## config.mk

```make
export PLATFORM = sky130hd
export DESIGN_NAME = pixel_config_seq_flat
export DESIGN_NICKNAME = d
export VERILOG_FILES = /design/src/rtl/pixel_config_seq_if.sv /design/src/rtl/pixel_config_seq.sv /design/src/flat_wrapper.sv
export SDC_FILE = /design/constraint.sdc
export NUM_CORES = 1
export LEC_CHECK = 0
export BUFFER_PORTS_ARGS = -buffer_cell sky130_fd_sc_hd__buf_2
export CAP_MARGIN = 10
export CORE_MARGIN = 5
export CORE_UTILIZATION = 40
export DETAILED_ROUTE_END_ITERATION = 8
export SYNTH_ARGS = -nofsm -noshare
export SYNTH_HDL_FRONTEND = slang
export SYNTH_SLANG_ARGS = --single-unit
```

## constraint.sdc

```tcl
create_clock -name clk_40MHz -period 4.05 [get_ports clk_40MHz]
set_input_delay 0.405 -clock clk_40MHz [delete_from_list [all_inputs] [get_ports clk_40MHz]]
set_output_delay 0.405 -clock clk_40MHz [all_outputs]
set_load 0.05 [all_outputs]
```

## src/rtl/pixel_config_seq_if.sv

```systemverilog
// Valid/ready word source feeding pixel_config_seq.
// master drives s_data/s_valid, slave returns s_ready.
interface pixel_config_seq_if #(
  parameter int DW = 6
);
  logic [DW-1:0] s_data;
  logic          s_valid;
  logic          s_ready;

  modport master (
    output s_data,
    output s_valid,
    input  s_ready
  );

  modport slave (
    input  s_data,
    input  s_valid,
    output s_ready
  );
endinterface

```

## src/rtl/pixel_config_seq.sv

```systemverilog
// pixel_config chain loader: words in over s (slave), shifted on config_clk
// falls, push_en every row; ports busy/done/aborted/idx/err_cnt; opt CFG_READBACK_EN.
module pixel_config_seq #(
  parameter int DW            = 6,
  parameter int WORDS_PER_ROW = 32,
  parameter int ROWS          = 128,
  parameter int CLK_DIV       = 4,
  parameter int PUSH_CYC      = 4,
  localparam int WW =
    (WORDS_PER_ROW > 1) ? $clog2(WORDS_PER_ROW) : 1,
  localparam int RW =
    (ROWS > 1) ? $clog2(ROWS) : 1
) (
  input  logic          clk_40MHz,
  input  logic          rst_n,
  input  logic          start,
  input  logic          abort,
  pixel_config_seq_if.slave s,
  output logic [DW-1:0] config_data,
  output logic          config_clk,
  output logic          config_en,
  output logic          push_en,
  input  logic          config_do,
  output logic          busy,
  output logic          done,
  output logic          aborted,
  output logic [RW-1:0] row_idx,
  output logic [WW-1:0] word_idx,
  output logic [7:0]    err_cnt
);

  localparam int CMAX =
    (CLK_DIV > PUSH_CYC) ? CLK_DIV : PUSH_CYC;
  localparam int CW =
    (CMAX > 1) ? $clog2(CMAX) : 1;

  typedef enum logic [2:0] {
    IDLE,
    WAIT_DATA,
    SETUP,
    HIGH,
    PUSH,
    GAP,
    DONE
  } state_t;

  state_t        state;
  state_t        state_nx;
  logic [CW-1:0] cnt;
  logic [CW-1:0] cnt_nx;
  logic          pend;
  logic          pend_nx;
  logic [WW-1:0] word_nx;
  logic [RW-1:0] row_nx;
  logic          en_nx;
  logic          load;
  logic          shift;
  logic          clr_err;
  logic          run;

  wire div_end  = (cnt == CW'(CLK_DIV - 1));
  wire push_end = (cnt == CW'(PUSH_CYC - 1));
  wire last_w   =
    (word_idx == WW'(WORDS_PER_ROW - 1));
  wire last_r   = (row_idx == RW'(ROWS - 1));

  assign run        = (state != IDLE) &&
                      (state != DONE);
  assign busy       = run;
  assign done       = (state == DONE);
  assign s.s_ready  = (state == WAIT_DATA);
  assign config_clk = (state == HIGH);
  assign push_en    = (state == PUSH);

  always_comb begin
    state_nx = state;
    cnt_nx   = cnt;
    pend_nx  = pend;
    word_nx  = word_idx;
    row_nx   = row_idx;
    en_nx    = config_en;
    load     = 1'b0;
    shift    = 1'b0;
    clr_err  = 1'b0;
    unique case (state)
      IDLE, DONE: begin
        if (start && !abort) begin
          state_nx = WAIT_DATA;
          word_nx  = '0;
          row_nx   = '0;
          pend_nx  = 1'b0;
          clr_err  = 1'b1;
        end
      end
      WAIT_DATA: begin
        if (abort) begin
          state_nx = IDLE;
          en_nx    = 1'b0;
        end else if (s.s_valid) begin
          state_nx = SETUP;
          load     = 1'b1;
          en_nx    = 1'b1;
          cnt_nx   = '0;
        end
      end
      SETUP: begin
        if (abort) begin
          state_nx = IDLE;
          en_nx    = 1'b0;
        end else if (div_end) begin
          state_nx = HIGH;
          cnt_nx   = '0;
        end else begin
          cnt_nx = cnt + CW'(1);
        end
      end
      HIGH: begin
        // abort here is deferred: the word
        // still shifts on the falling edge
        if (abort) pend_nx = 1'b1;
        if (div_end) begin
          cnt_nx = '0;
          shift  = 1'b1;
          if (abort || pend) begin
            state_nx = IDLE;
            en_nx    = 1'b0;
            pend_nx  = 1'b0;
          end else if (last_w) begin
            state_nx = PUSH;
            en_nx    = 1'b0;
          end else begin
            state_nx = WAIT_DATA;
            word_nx  = word_idx + WW'(1);
          end
        end else begin
          cnt_nx = cnt + CW'(1);
        end
      end
      PUSH: begin
        if (abort) pend_nx = 1'b1;
        if (push_end) begin
          cnt_nx  = '0;
          word_nx = '0;
          if (abort || pend) begin
            state_nx = IDLE;
            pend_nx  = 1'b0;
          end else begin
            state_nx = GAP;
          end
        end else begin
          cnt_nx = cnt + CW'(1);
        end
      end
      GAP: begin
        if (abort) begin
          state_nx = IDLE;
        end else if (last_r) begin
          state_nx = DONE;
        end else begin
          state_nx = WAIT_DATA;
          row_nx   = row_idx + RW'(1);
        end
      end
      default: state_nx = IDLE;
    endcase
  end

  always_ff @(posedge clk_40MHz or negedge rst_n) begin
    if (!rst_n) begin
      state       <= IDLE;
      cnt         <= '0;
      pend        <= 1'b0;
      word_idx    <= '0;
      row_idx     <= '0;
      config_en   <= 1'b0;
      config_data <= '0;
      aborted     <= 1'b0;
    end else begin
      state     <= state_nx;
      cnt       <= cnt_nx;
      pend      <= pend_nx;
      word_idx  <= word_nx;
      row_idx   <= row_nx;
      config_en <= en_nx;
      // only an abort takes a running
      // sequencer straight to IDLE
      aborted   <= run && (state_nx == IDLE);
      if (load) config_data <= s.s_data;
    end
  end

`ifdef CFG_READBACK_EN
  logic [3:0] hist;
  logic       chk;
  logic [7:0] err_q;

  // hist[3] is the MSB of the word shifted
  // three shifts before the latest one
  always_ff @(posedge clk_40MHz or negedge rst_n) begin
    if (!rst_n) begin
      hist  <= '0;
      chk   <= 1'b0;
      err_q <= '0;
    end else begin
      if (shift) begin
        hist <= {hist[2:0], config_data[DW-1]};
      end
      chk <= shift &&
             (32'(word_idx) >= 32'd3);
      if (clr_err) begin
        err_q <= '0;
      end else if (chk &&
                   (config_do != hist[3]) &&
                   (err_q != 8'hFF)) begin
        err_q <= err_q + 8'd1;
      end
    end
  end

  assign err_cnt = err_q;
`else
  logic unused_rb;
  assign unused_rb = ^{config_do, clr_err, shift};
  assign err_cnt   = '0;
`endif

endmodule

```

## src/flat_wrapper.sv

```systemverilog
// flat-port wrapper written by rule: the top's interface ports become plain ports
module pixel_config_seq_flat 
#(
  parameter int DW            = 6,
  parameter int WORDS_PER_ROW = 32,
  parameter int ROWS          = 128,
  parameter int CLK_DIV       = 4,
  parameter int PUSH_CYC      = 4,
  localparam int WW =
    (WORDS_PER_ROW > 1) ? $clog2(WORDS_PER_ROW) : 1,
  localparam int RW =
    (ROWS > 1) ? $clog2(ROWS) : 1
)
  (clk_40MHz, rst_n, start, abort, config_data, config_clk, config_en, push_en, config_do, busy, done, aborted, row_idx, word_idx, err_cnt, s_s_data, s_s_valid, s_s_ready);
  pixel_config_seq_if #(.DW(DW)) s_i ();
  input  logic clk_40MHz;
  input  logic rst_n;
  input  logic start;
  input  logic abort;
  output logic [DW-1:0] config_data;
  output logic config_clk;
  output logic config_en;
  output logic push_en;
  input  logic config_do;
  output logic busy;
  output logic done;
  output logic aborted;
  output logic [RW-1:0] row_idx;
  output logic [WW-1:0] word_idx;
  output logic [7:0] err_cnt;
  input wire logic [$bits(s_i.s_data)-1:0] s_s_data;
  input wire logic [$bits(s_i.s_valid)-1:0] s_s_valid;
  output wire logic [$bits(s_i.s_ready)-1:0] s_s_ready;
  assign s_i.s_data = s_s_data;
  assign s_i.s_valid = s_s_valid;
  assign s_s_ready = s_i.s_ready;
  pixel_config_seq #(.DW(DW), .WORDS_PER_ROW(WORDS_PER_ROW), .ROWS(ROWS), .CLK_DIV(CLK_DIV), .PUSH_CYC(PUSH_CYC)) u_core (.clk_40MHz(clk_40MHz), .rst_n(rst_n), .start(start), .abort(abort), .s(s_i), .config_data(config_data), .config_clk(config_clk), .config_en(config_en), .push_en(push_en), .config_do(config_do), .busy(busy), .done(done), .aborted(aborted), .row_idx(row_idx), .word_idx(word_idx), .err_cnt(err_cnt));
endmodule
```

# --- Yosys cells after proc, flatten, opt, wreduce, memory -nomap -nowiden ---
# Index checks and enable logic that the tools add are counted.
word_totals:
  register_bits: 26
  inputBits: 12
  wordCells: 97
  out_inout_bits: 33
op_classes:
  addsub: 3
  n_eq_ne: 23
  muxes: 43
  n_reduce_logical: 20
ops:
  columns: ["operator", "n"]
  rows:
  - ["$mux W3", 12]
  - ["$mux W5", 5]
  - ["$mux W7", 3]
  - ["$pmux W3 S6", 1]
  - ["$ne A2 B2 Y1 const B", 8]
  - ["$pmux W5 S3", 1]
  - ["$pmux W7 S2", 1]
  - ["$mux W1", 13]
  - ["$reduce_bool A3 Y1", 4]
  - ["$eq A3 B3 Y1 const B", 3]
  - ["$mux W2", 4]
  - ["$reduce_and A4 Y1", 2]
  - ["$add A7 B1 Y7 const B", 1]
  - ["$eq A7 B7 Y1 const B", 1]
  - ["$eq A3 B2 Y1 const B", 2]
  - ["$logic_not A3 Y1", 2]
  - ["$ne A2 B1 Y1 const B", 3]
  - ["$ne A3 B3 Y1 const B", 2]
  - ["$pmux W2 S3", 1]
  - ["$reduce_and A6 Y1", 1]
  - ["$add A5 B1 Y5 const B", 1]
  - ["$eq A5 B5 Y1 const B", 1]
  - ["$reduce_and A5 Y1", 1]
  - ["$reduce_bool A2 Y1", 2]
  - ["other kinds (11)", 14]

# --- Longest topological paths before layout ---
# Gate-level depths: netlist of run 1.
logic_depth:
  ltp_word: 7
  ltp_mapped: 8
  mapped_depth_nobuf: 8

# --- Worst setup path before layout of run 1 ---
# No wires, ideal clock.
synth_timing:
  path_type: "flip-flop to flip-flop"
  start: "reg u_core.word_idx[0]"
  end: "reg u_core.aborted"
  period_less_slack_ns: 2.170
  path_slack_ns: 1.880
  required_time_ns: 3.930
  stages_incl_launch_ff: 9
  arrival_time_ns: 2.051
  n_path_buf: 0
  setup_time_ns: 0.120
  cell_sequence: "dfrtp_1 -> ha_1 -> and3_1 -> ha_1 -> o21a_1 -> a221o_1 -> nand3_1 -> a311oi_1 -> a31o_1"
synth_via:
  elab_chain_len: 7
synth_rtl:
  columns: ["item", "line_no", "rtl"]
  rows:
  - ["from (decl)", "pixel_config_seq.sv:28", "output logic [WW-1:0] word_idx,"]
  - ["from (signal assigned)", "pixel_config_seq.sv:182", "word_idx <= word_nx;"]
  - ["$eq A5 B5 Y1", "pixel_config_seq.sv:64", "(word_idx == WW'(WORDS_PER_ROW - 1));"]
  - ["$mux W3", "pixel_config_seq.sv:128", "end else if (last_w) begin"]
  - ["$mux W3", "pixel_config_seq.sv:124", "if (abort || pend) begin"]
  - ["$mux W3", "pixel_config_seq.sv:121", "if (div_end) begin"]
  - ["$pmux W3 S6", "pixel_config_seq.sv:85", "unique case (state)"]
  - ["$logic_not A3 Y1", "pixel_config_seq.sv:187", "aborted <= run && (state_nx == IDLE);"]
  - ["$logic_and A1 B1 Y1", "pixel_config_seq.sv:187", null]
  - ["to (signal assigned)", "pixel_config_seq.sv:187", null]
  - ["to (decl)", "pixel_config_seq.sv:26", "output logic aborted,"]
# Every way passes these cells.
# A chain may end at the register's enable or synchronous reset.

# --- Worst setup path after layout of run 1 ---
layout_timing:
  start: "reg u_core.state[2]"
  end: "out push_en"
layout_via:
  elab_chain_len: 1
layout_rtl:
  columns: ["item", "line_no", "rtl"]
  rows:
  - ["from (decl)", "pixel_config_seq.sv:47", "state_t state;"]
  - ["from (signal assigned)", "pixel_config_seq.sv:179", "state <= state_nx;"]
  - ["$eq A3 B3 Y1", "pixel_config_seq.sv:73", "assign push_en = (state == PUSH);"]
  - ["to (decl)", "flat_wrapper.sv:23", "output logic push_en;"]
# Every way passes these cells.

==> results.toml, run 1 <==
[critical_path]
r2r-end = "u_core.aborted"
ff2ff_path_depth = 8
path_buf_inv = 1
r2r-start = "u_core.word_idx[0]"
criticalPathCategory = "reg2out"
crit_start = "u_core.state[2]"
crit_chain = "nor3b_2 -> buf_2"
critical-path-max-stage-delay_ps = 740
cp_top_family = "flip-flops"
cp.required_ps = 3640
worstPathArrival_ps = 1840
start_kind = "flop"
path_max_fanout = 17
regToRegSetupSlack_ps = 2000
slowest_stage = "dfrtp_1"
end_kind = "output port"

[route]
finalWirelength_um = 3317
drc = 0
dr.pass1.iters = 4
avgRoutedWirePerCell_um = 13.54
vias = 1276
via_per_inst = 5.208
ant_nets = 0
drt_iter0_drc = 44

[min_path]
hp-class = "in2async"

[timing]
relSlewSlack_pct = 59.76
worstMarginPinSlew_ps = 603.7
fin_ws_ps = 1810
setup_viol = 0
fin_skew_ps = 3.412
fmax_mhz = 446.3
period_share_pct = 55.32
rsz0062_at_grt = "false"
fin_crit_ps = 2240
maxSlewViolCount = 0
hold_viol = 0
finalSetupTns_ps = 0

[global_route]
track_usage_pct = 13.38
antenna_found_initial = 0
grt_max_degree = 27
grt.overflow.total = 0
grt_pass1_wl_um = 5706
first_global_vias = 1243

[cts]
cts_sinks = 26
cts_tree = "built"
clk_latency_ps = 270
h-tree-depth = 1
cts-root-buf = "clkbuf_8"
cts_resized = 0
clk_pin_slew_worst_paths_ps = 90
clk_path_buf_depth = 2
holdBufCountCts = 0
cts_buffers = 3
post_cts_buffers = 0

[placed_design]
post-place-ws_ps = 2001
portBuffers = 35
place_congestion = 0.8323
hpwlAfterDp_um = 2594

[pwr]
ir_drop_mv = 0.4922
power.total_mw = 1.046
p_leak_nw = 0.9075
powerDensity_nw_per_um2 = 572.0

[yosys]
ys.flop_type = "dfrtp_1"
synthArstFlopShare_pct = 100.0
syn_inst = 164
ys_ff_latch = 26
synth-edff-count = 0
seq_area_frac_synth_pct = 40.15
synthDistinctLibCells = 49
syn_area_sq_um = 1620
yosys_warnings = 0
syn_avg_cell_area_sq_um = 9.880

[floorplan]
die_h_um = 73.65
initial_core_util_pct = 40.80
core_sq_um = 3971
die-area_sq_um = 5424
core.rowCount = 23
io_pins = 45
die_w_um = 73.65

[cells_and_area]
layout-drive-gt1-share_pct = 28.72
fillers = 387
fin_nets = 213
antenna_cells = 0
syn_to_final_growth_pct = 12.82
layout_common_cells = "35 x buf_2, 26 x dfrtp_1, 17 x nor2_1, 11 x nand2_1, 9 x nand3_1"
mostFrequentLayoutCell = "buf_2"

[status]
outcome = "complete, no violations"

[run]
drv_cap = 0
==> worst max path at each step <==
stage          cells after the start              to
2_1_floorplan                      8  u_core.aborted
3_3_place_gp                       8  u_core.aborted
3_5_place_dp                       8  u_core.aborted
4_1_cts                            2         push_en
5_1_grt                            2         push_en
6_report                           2         push_en
==> worst register-to-register path, stage by stage (launching register included) <==
cell      delay (ps)
dfrtp_1          430
ha_1             250
and3_1           190
ha_1             210
o21a_1           190
a221o_1          300
nand3_1           90
a311oi_1          60
a31o_1           230
==> metal layers <==
layer	up-vias	routed length, um	GRT usage (%)
met5	-	0	0
met4	0	29	3.018
met3	5	212	3.420
met2	34	1562	21.56
met1	614	1512	18.03
li1	623	-	-
==> Yosys cell counts, drive strengths merged (2+ instances only) <==
cell / n / area, sq um
and3b: 2 / 17.52
mux2i: 3 / 30.03
inv: 6 / 22.52
xnor2: 5 / 43.79
or2b: 3 / 22.52
nand3: 9 / 45.04
a21oi: 8 / 43.79
nand2: 11 / 41.29
buf: 14 / 107.6
and2b: 2 / 15.01
nand2b: 2 / 12.51
o21ai: 8 / 40.04
a31oi: 3 / 18.77
nor2: 18 / 70.07
dfrtp: 26 / 650.6
nor2b: 5 / 38.78
nor3b: 4 / 46.29
ha: 5 / 62.56
mux2: 7 / 78.83
==> final cells by class <==
class / count / area [sq um] / area share, %
multi-input cells: 124 / 862.1 / 47.16
flip-flops and latches: 26 / 650.6 / 35.59
repair buffers: 35 / 175.2 / 9.582
well taps: 50 / 62.56 / 3.422
clock buffers: 4 / 55.05 / 3.012
inverters: 6 / 22.52 / 1.232
==> state kept, by name, summed over array words and instances, names as in the netlist <==
name	flops
u_core.cnt	2
u_core.state	3
u_core.pend	1
u_core.row_idx	7
u_core.aborted	1
u_core.config_data	6
u_core.word_idx	5
u_core.config_en	1
==> power by group <==
part	switching, mW	leakage, nW	total (mW)	internal [mW]
logic	0.339	0.531	0.502	0.163
registers	0.0616	0.348	0.373	0.312
clock network	0.0834	0.0288	0.170	0.0870
==> stage by stage <==
stage          utilization (%)  std cells  area [sq um]  hold WS [ps]
2_1_floorplan                -        171          1647         109.4
3_3_place_gp             44.64        241          1773         441.4
3_5_place_dp             44.64        241          1773         446.5
4_1_cts                  46.03        245          1828         147.4
5_1_grt                  46.03        245          1828         176.9
6_report                 46.03        245          1828         118.4
==> cells by family (layout without fill, tap and decap cells) <==
group	count (synthesis)	in the layout	synth area share, %
AOI/OAI and AO/OA	34	34	15.45
xor gates and xnor gates	6	6	3.243
adders and majority gates	5	5	3.861
buffers and inverters	21	45	8.262
DFF	26	26	40.15
muxes	10	10	6.718
other	1	8	0.2314
and+or+nand+nor	61	61	22.08
Power figures use the tool's default switching activity.
==> run 2: changes to the inputs <==
--- a/config.mk
+++ b/config.mk
@@ -5,11 +5,13 @@
 export SDC_FILE = /design/constraint.sdc
 export NUM_CORES = 1
 export LEC_CHECK = 0
+export ABC_AREA = 1
 export BUFFER_PORTS_ARGS = -buffer_cell sky130_fd_sc_hd__buf_2
 export CAP_MARGIN = 10
 export CORE_MARGIN = 5
 export CORE_UTILIZATION = 40
 export DETAILED_ROUTE_END_ITERATION = 8
+export PLACE_DENSITY = 0.67
 export SYNTH_ARGS = -nofsm -noshare
 export SYNTH_HDL_FRONTEND = slang
 export SYNTH_SLANG_ARGS = --single-unit
==> constraint.sdc (replaced) <==
create_clock -name clk_40MHz -period 1.9 [get_ports clk_40MHz]
set_input_delay 0.19 -clock clk_40MHz [delete_from_list [all_inputs] [get_ports clk_40MHz]]
set_output_delay 0.19 -clock clk_40MHz [all_outputs]
set_load 0.05 [all_outputs]
==> results.toml, run 2 <==
[status]
outcome = "complete, no violations"

[timing]
setup_viol = 0
maxSlewViolCount = 0
fin_skew_ps = 4.103
fmax_mhz = 599.3
finalSetupTns_ps = 0
relSlewSlack_pct = 60.96
rsz0062_at_grt = "false"
worstMarginPinSlew_ps = 585.6
fin_crit_ps = 1669
hold_viol = 0
period_share_pct = 87.82

[critical_path]
cp_top_family = "simple AND/OR/NAND/NOR gates"
path_buf_inv = 0
r2r-start = "u_core.word_idx[0]"
worstPathArrival_ps = 1820
crit_start = "u_core.word_idx[0]"
crit_top_cell = "nand2_1"
crit_chain = "ha_1 -> nand2_1 -> nor2_1 -> ha_1 -> nand2_1 -> nand3_1 -> nand3_1 -> nand2_1 -> a21oi_2 -> nor2_1"
slowest_stage = "dfrtp_1"
criticalPathCategory = "reg2reg"
path_max_fanout = 5
end_kind = "flop"
critical-path-max-stage-delay_ps = 430
start_kind = "flop"
cp.required_ps = 2060

[run]
drv_cap = 0

[floorplan]
initial_core_util_pct = 41.91
die_h_um = 72.63
die_w_um = 72.63
core.rowCount = 22
core_sq_um = 3744
io_pins = 45
die-area_sq_um = 5275

[yosys]
ys.flop_type = "dfrtp_1"
ys_ff_latch = 26
synth_top_area_share_pct = 41.47
synthArstFlopShare_pct = 100.0
syn_avg_cell_area_sq_um = 7.691
syn_inst = 204
synth.most_common_cell = "nand2_1"
synthDistinctLibCells = 28
syn_area_sq_um = 1569
seq_area_frac_synth_pct = 41.47
synth.top_cells.by_area = "dfrtp_1 41%, nand2_1 14%, nor2_1 5.3%"
yosys_warnings = 0
ys_top_cells_by_count = "58 x nand2_1, 26 x dfrtp_1, 22 x nor2_1"
synth_area_leader_cell = "dfrtp_1"
synth-edff-count = 0

[route]
via_per_inst = 4.639
drt_iter0_drc = 48
ant_nets = 0
vias = 1336
dr.pass1.iters = 4
finalWirelength_um = 3240
drc = 0
avgRoutedWirePerCell_um = 11.25

[global_route]
track_usage_pct = 12.63
first_global_vias = 1281
grt_pass1_wl_um = 5423
antenna_found_initial = 0
grt.overflow.total = 0
grt_max_degree = 27

[cells_and_area]
fin_nets = 259
fin_util_pct = 48.36
final_cells = 288
mostFrequentLayoutCell = "nand2_1"
largest_register_ffs = 7
antenna_cells = 0
regMostFlops = "u_core.row_idx"
layout-drive-gt1-share_pct = 25.00
fillers = 394
layout_common_cells = "58 x nand2_1, 35 x buf_2, 26 x dfrtp_1, 22 x nor2_1, 21 x inv_1"
syn_to_final_growth_pct = 15.39
largestRegisters = "u_core.row_idx x7, u_core.config_data x6, u_core.word_idx x5"

[pwr]
power.total_mw = 2.129
ir_drop_mv = 1.016
p_leak_nw = 1.010
powerDensity_nw_per_um2 = 1176

[cts]
cts_tree = "built"
clk_path_buf_depth = 2
cts_buffers = 3
cts-root-buf = "clkbuf_8"
cts_sinks = 26
clk_pin_slew_worst_paths_ps = 90
post_cts_buffers = 0
clk_latency_ps = 260
h-tree-depth = 1

[placed_design]
placed_cells = 284
place_congestion = 0.8232
portBuffers = 35
hpwlAfterDp_um = 2520

[min_path]
min_from = "s_s_data[0]"
hp-class = "in2reg"
[run 2: cell types whose count changed after synthesis, moves of 4 or more]
cell     previous run  this run
nand3_1             9        16
inv_1               6        21
nor2b_1             4         0
mux2_2              7         0
xnor2_1             5         0
nand3_2             0         4
a21oi_1             7         3
nor2_1             17        22
nand2_1            11        58
nand2_2             0         4
[run 2: timing repair]
action,in CTS,in global routing
resized for setup,0,1
hold buffers,1,0
endpoints found under the setup margin,0,1
hold endpoints to repair,26,0
[run 2: worst reg2reg max path: cells and delay by family (launching register included)]
kind	cells	cell delay, ps
compound gates	1	170
fa+ha+maj	2	430
flops	1	430
simple gates	7	540
[run 2: path summary, 6_finish.rpt]
check | endpoint | slack [ps] | cells past startpoint
setup reg to reg | u_core.aborted | 230 | 10
min in group asynchronous | u_core.row_idx[5] | 450 | 2
hold reg to reg | u_core.config_data[0] | 480 | 2
hold / removal | u_core.config_data[0] | 120 | 3
setup / recovery | u_core.aborted | 230 | 10
max in group asynchronous | u_core.config_en | 1070 | 2
[run 2: logic make-up after synthesis]
family	Yosys count	share of synthesized area (%)
adder cells (fa/ha/maj)	5	3.987
buffers and inverters	34	10.61
AND/OR/NAND/NOR	117	34.69
flip-flops	26	41.47
AO/OA/AOI/OAI	20	8.453
other	1	0.2390
XOR/XNOR	1	0.5583
[run 2: area by class of cell]
type | count | area [sq um] | area share (%)
tap | 48 | 60.06 | 3.317
inverter | 24 | 90.09 | 4.976
timing repair buffer | 36 | 185.2 | 10.23
multi-input combinational | 151 | 783.3 | 43.26
sequential | 26 | 650.6 | 35.94
clock buffer | 3 | 41.29 | 2.281
[run 2: power by group]
part / switching, mW / total [mW] / internal (mW) / leakage (nW)
Sequential: 0.0930 / 0.756 / 0.663 / 0.352
Combinational: 0.805 / 1.07 / 0.262 / 0.637
Clock: 0.165 / 0.307 / 0.142 / 0.0216
[run 2: per-layer routing]
metal / vias to the layer above / share of wire [%] / GRT usage (%)
li1: 708 / - / -
met1: 591 / 48 / 16.98
met2: 35 / 45 / 20.44
met3: 2 / 6.7 / 3.030
met4: 0 / 0.25 / 3.074
met5: - / 0 / 0
[run 2: per-stage QoR]
| stage | instance area, sq um | worst slack, ps | hold WS (ps) |
|---|---|---|---|
| floorplan | 1595 | 51.50 | -105.6 |
| global placement | 1754 | 240.8 | 224.8 |
| detailed placement | 1754 | 206.9 | 229.8 |
| CTS | 1805 | 192.4 | 105.6 |
| global route | 1810 | 71.09 | 124.7 |
| finish | 1810 | 231.4 | 116.6 |
